File: src/rtl/seq_det_pkg.sv
// Shared constants and types for the programmable serial pattern detector.
// Defaults reproduce the fixed 1001/1111 Moore detector.
package seq_det_pkg;

    localparam int SEQ_LEN   = 4;
    localparam int SEQ_NPAT  = 2;
    localparam int SEQ_CNT_W = 8;

    localparam logic [SEQ_NPAT*SEQ_LEN-1:0] SEQ_PAT_INIT = {4'b1111, 4'b1001};

    typedef enum logic {
        SEQ_NONOVL = 1'b0,
        SEQ_OVL    = 1'b1
    } seq_mode_t;

endpackage

File: src/rtl/seq_pattern_bank.sv
// Runtime-programmable pattern registers with one comparator per pattern.
// Comparison uses the registered pattern, so a same-edge load applies next sample.
module seq_pattern_bank
    import seq_det_pkg::*;
#(
    parameter int LEN   = SEQ_LEN,
    parameter int NPAT  = SEQ_NPAT,
    parameter int SEL_W = 1,
    parameter logic [NPAT*LEN-1:0] PAT_INIT = (NPAT*LEN)'(SEQ_PAT_INIT)
) (
    input  logic             clk,
    input  logic             rst_n,
    input  logic             pat_load,
    input  logic [SEL_W-1:0] pat_sel,
    input  logic [LEN-1:0]   pat_data,
    input  logic [LEN-1:0]   nh,
    input  logic             full,
    output logic [NPAT-1:0]  m
);

    logic [NPAT-1:0][LEN-1:0] pat_q;
    logic [NPAT-1:0][LEN-1:0] pat_d;

    // Out-of-range selects match no index and are dropped.
    always_comb begin
        pat_d = pat_q;
        for (int i = 0; i < NPAT; i++) begin
            if (pat_load && (pat_sel == SEL_W'(i))) begin
                pat_d[i] = pat_data;
            end
        end
    end

    always_ff @(posedge clk or negedge rst_n) begin
        if (!rst_n) begin
            pat_q <= PAT_INIT;
        end else begin
            pat_q <= pat_d;
        end
    end

    always_comb begin
        m = '0;
        for (int i = 0; i < NPAT; i++) begin
            m[i] = full && (nh == pat_q[i]);
        end
    end

endmodule

File: src/rtl/seq_detect_prog.sv
// Serial pattern detector: history shifter, validity fill counter,
// registered match pulses and a saturating match counter.
module seq_detect_prog
    import seq_det_pkg::*;
#(
    parameter int LEN   = SEQ_LEN,
    parameter int NPAT  = SEQ_NPAT,
    parameter int CNT_W = SEQ_CNT_W,
    parameter logic [NPAT*LEN-1:0] PAT_INIT = (NPAT*LEN)'(SEQ_PAT_INIT),
    localparam int SEL_W = (NPAT > 1) ? $clog2(NPAT) : 1
) (
    input  logic             Clock,
    input  logic             Resetn,
    input  logic             en,
    input  logic             w,
    input  logic             overlap,
    input  logic             pat_load,
    input  logic [SEL_W-1:0] pat_sel,
    input  logic [LEN-1:0]   pat_data,
    input  logic             cnt_clr,
    output logic [NPAT-1:0]  z,
    output logic             z_any,
    output logic [CNT_W-1:0] match_cnt
);

    localparam int FW = $clog2(LEN + 1);
    localparam logic [FW-1:0] FULL = FW'(LEN);

    logic [LEN-1:0]   hist_q, hist_d;
    logic [FW-1:0]    fill_q, fill_d;
    logic [NPAT-1:0]  z_q, z_d;
    logic [CNT_W-1:0] cnt_q, cnt_d;

    logic [LEN-1:0]  nh;
    logic [FW-1:0]   nf;
    logic            full;
    logic [NPAT-1:0] m;
    logic            hit;
    seq_mode_t       mode;

    assign mode = seq_mode_t'(overlap);
    assign nh   = {hist_q[LEN-2:0], w};
    assign nf   = (fill_q == FULL) ? FULL : fill_q + 1'b1;
    assign full = en && (nf == FULL);
    assign hit  = |m;

    seq_pattern_bank #(
        .LEN      (LEN),
        .NPAT     (NPAT),
        .SEL_W    (SEL_W),
        .PAT_INIT (PAT_INIT)
    ) u_bank (
        .clk      (Clock),
        .rst_n    (Resetn),
        .pat_load (pat_load),
        .pat_sel  (pat_sel),
        .pat_data (pat_data),
        .nh       (nh),
        .full     (full),
        .m        (m)
    );

    always_comb begin
        hist_d = hist_q;
        fill_d = fill_q;
        z_d    = '0;
        cnt_d  = cnt_q;
        if (en) begin
            hist_d = nh;
            z_d    = m;
            // Non-overlapping: invalidate history so LEN fresh samples are needed.
            fill_d = (mode == SEQ_NONOVL && hit) ? '0 : nf;
        end
        if (cnt_clr) begin
            cnt_d = '0;
        end else if (hit && (cnt_q != {CNT_W{1'b1}})) begin
            cnt_d = cnt_q + 1'b1;
        end
    end

    always_ff @(posedge Clock or negedge Resetn) begin
        if (!Resetn) begin
            hist_q <= '0;
            fill_q <= '0;
            z_q    <= '0;
            cnt_q  <= '0;
        end else begin
            hist_q <= hist_d;
            fill_q <= fill_d;
            z_q    <= z_d;
            cnt_q  <= cnt_d;
        end
    end

    assign z         = z_q;
    assign z_any     = |z_q;
    assign match_cnt = cnt_q;

endmodule

File: config.mk
export PLATFORM = sky130hd
export DESIGN_NAME = seq_detect_prog
export DESIGN_NICKNAME = d
export VERILOG_FILES = /design/src/rtl/seq_det_pkg.sv /design/src/rtl/seq_pattern_bank.sv /design/src/rtl/seq_detect_prog.sv
export SDC_FILE = /design/constraint.sdc
export NUM_CORES = 1
export LEC_CHECK = 0
export ABC_AREA = 1
export ABC_CLOCK_PERIOD_IN_PS = 1920
export CAP_MARGIN = 15
export CORE_MARGIN = 4
export CORE_UTILIZATION = 30
export CTS_BUF_LIST = sky130_fd_sc_hd__clkbuf_4
export DETAILED_ROUTE_END_ITERATION = 10
export PLACE_DENSITY_LB_ADDON = 0.15
export SLEW_MARGIN = 15
export SYNTH_ARGS = -nofsm -noshare
export SYNTH_HDL_FRONTEND = slang
export SYNTH_SLANG_ARGS = --single-unit
File: constraint.sdc
create_clock -name Clock -period 1.92 [get_ports Clock]
set_input_delay 0.192 -clock Clock [delete_from_list [all_inputs] [get_ports Clock]]
set_output_delay 0.192 -clock Clock [all_outputs]
set_load 0.1 [all_outputs]
==> impl_metrics.yaml <==
run_status:
  status: "finished, final reports clean"
power:
  clkPwrFrac: 0.278
  p_seq_frac: 0.474
  powerDensity_nw_per_um2: 816
  p_comb_frac: 0.248
  power.internal_uw: 909
  swShare: 0.315
  vdd_ir_drop_max_v: 0.000317
  power_switching_uw: 417
  p_leak_uw: 0.000858
critical_path:
  worstPathArrival_ns: 1.85
  endpoint: "match_cnt[0]"
  cpMaxStageDelayCell: "dfrtp_1"
  path_class: "flop to flop"
  end_kind: "flop"
  r2r_start: "fill_q[0]"
  worstPathMaxFanout: 10
  worstReg2RegEnd: "match_cnt[0]"
  max_stage_delay_ns: 0.40
  worst_path_most_repeated_cell: "nand2_1"
  r2r_slack_ns: 0.28
  cp.required_ns: 2.14
  cp-start-kind: "flop"
  rr_worst_depth: 10
  crit_chain: "inv_1 > ha_1 > nand2_1 > nand2_1 > nor2_4 > nand3_2 > nand2_4 > nand2_4 > nand3_1 > nand2_1"
  critPathLaunch: "fill_q[0]"
floorplan:
  coreArea_sq_um: 4120
  num_io_pins: 23
  die_h_um: 74.0
  die_x_um: 74.0
  initial_utilization: 0.318
  die_area_sq_um: 5480
  placementRows: 23
global_route:
  grt_use_total: 0.106
  grt_pass1_vias: 1035
  antenna_found_initial: 0
  grt_max_degree: 25
  grt_pass1_wl_um: 4660
  grt_remaining_overflow: 0
place:
  portBuffers: 22
  gp_congestion: 0.779
  place_hpwl_um: 2050
  pre_cts_ws_ns: 0.138
timing:
  fmax_mhz: 611
  setup_tns_ns: 0
  maxSlewViolCount: 0
  setup_violations: 0
  min_period_ns: 1.64
  skew_ns: 0.00248
  finalHoldViolations: 0
  finalCritPeriodShare: 0.852
  maxSlewHeadroom: 0.702
  tightest_slew_ns: 0.446
  setup_slack_ns: 0.284
  rsz0062_at_grt: "false"
drt:
  avgViaCountPerCell: 4.59
  wl_per_cell_um: 11.3
  drc_errors: 0
  drt_iter0_markers: 95
  num_vias: 1083
  wirelength_um: 2660
  dr.pass1.iters: 4
  final_antenna_net_count: 0
logic_synthesis:
  yosysWarningCount: 0
  synth.distinct_cells: 18
  synth_nets: 175
  syn_inst: 160
  synth-seq-cells: 24
  syn_area_sq_um: 1310
  synth-seq-area-share: 0.465
  syn_avg_cell_area_sq_um: 8.17
run:
  drv_cap: 0
clock_tree:
  clk_pin_slew_ns: 0.14
  cts_buffers: 3
  ctsHoldBuffers: 0
  cts_setup_buffers: 0
  cts_max_level: 1
  root_buffer: "clkbuf_4"
  insertion_delay_ns: 0.31
  cts_tree: "yes"
  clk_path_buf_depth: 2
  cts.sink_count: 24
  cts_resized: 0
worst_hold_path:
  hold_class: "primary input to asynchronous set/reset pin"
final_layout:
  antennaDiodeCount: 0
  nets: 202
  syn2layout_area_growth_pct: 24.3
  final_core_util: 0.395
  drive_gt1_frac: 0.215
==> sequential cells by signal, summed over array words and instances (netlist names) <==
name / cells
match_cnt: 8
u_bank.pat_q: 8
fill_q: 3
z: 2
hist_q: 3
==> worst min path at each step <==
stage                 endpoint  cells after the start
2_1_floorplan        fill_q[0]                      0
3_3_place_gp   u_bank.pat_q[0]                      2
3_5_place_dp   u_bank.pat_q[5]                      2
4_1_cts                   z[0]                      2
5_1_grt        u_bank.pat_q[1]                      2
6_report                  z[0]                      2
==> metal layers <==
layer	vias to the layer above	track usage	share of wire
li1	559	-	-
met1	508	0.146	0.49
met2	12	0.174	0.47
met3	4	0.0162	0.030
met4	0	0.0302	0.012
met5	-	0	0
==> cell usage after synthesis <==
cell type / count / share of area
nor3b_2: 1 / 0.0096
nand4_1: 8 / 0.038
nor2_4: 2 / 0.017
ha_1: 3 / 0.029
inv_2: 1 / 0.0029
nand2_2: 2 / 0.0096
nand2_4: 2 / 0.017
dfstp_2: 6 / 0.12
o21ai_0: 13 / 0.050
dfrtp_1: 18 / 0.34
buf_2: 1 / 0.0038
or2_2: 1 / 0.0048
nand3_1: 12 / 0.046
inv_1: 24 / 0.069
nand3_2: 3 / 0.023
nand2_1: 45 / 0.13
xor2_1: 9 / 0.060
nor2_1: 9 / 0.026
==> cell families after synthesis <==
kind of cell	after synthesis	share of synthesized area
AOI/OAI and AO/OA	13	0.0498
xor gates and xnor gates	9	0.0603
DFF	24	0.465
adders and majority gates	3	0.0287
buffers and inverters	26	0.0756
and+or+nand+nor	85	0.321
==> stage by stage <==
step | hold slack, ns | instance area, sq um | power [uW] | instances
detailed placement | 0.495 | 1570 | 974 | 232
global placement | 0.490 | 1570 | 967 | 232
finish | 0.223 | 1630 | 1330 | 236
global route | 0.231 | 1630 | 1420 | 236
CTS | 0.223 | 1630 | 1350 | 236
floorplan | -0.104 | 1320 | 877 | 160
==> cell usage in the layout (no fill, tap or decap) <==
cell type	synthesis	routed
or2_2	1	1
nor3b_2	1	1
clkbuf_4	0	3
nand2_1	45	45
inv_1	24	24
ha_1	3	3
nand2_4	2	2
nand2_2	2	2
dfrtp_1	18	12
inv_2	1	1
buf_4	0	12
nand3_2	3	3
nor2_1	9	9
bufinv_16	0	1
nand3_1	12	12
clkdlybuf4s50_1	0	11
xor2_1	9	9
dfstp_2	6	6
o21ai_0	13	13
nor2_4	2	2
nand4_1	8	8
dfrtp_2	0	6
==> power by group through the flow <==
stage               clock network (uW)  registers (uW)  logic [uW]
finish                             369             629         329
global route                       404             640         375
CTS                                386             629         337
detailed placement                   0             639         336
global placement                     0             637         330
floorplan                            0             649         229
==> critical path: cells and delay by family (launching register included) <==
family | cells | cell delay, ns
adder cells (fa/ha/maj) | 1 | 0.29
buffers and inverters | 1 | 0.07
flip-flops | 1 | 0.40
AND/OR/NAND/NOR | 8 | 0.79
==> layout make-up <==
cell class | instances | area [sq um]
clock buffer | 3 | 22.5
tap | 50 | 62.6
inverter | 25 | 93.8
fill | 446 | 2490
sequential | 24 | 616
clock inverter | 1 | 30.0
timing repair buffer | 23 | 200
multi-input combinational | 110 | 601
No activity file was read; power rests on OpenSTA's default activity.
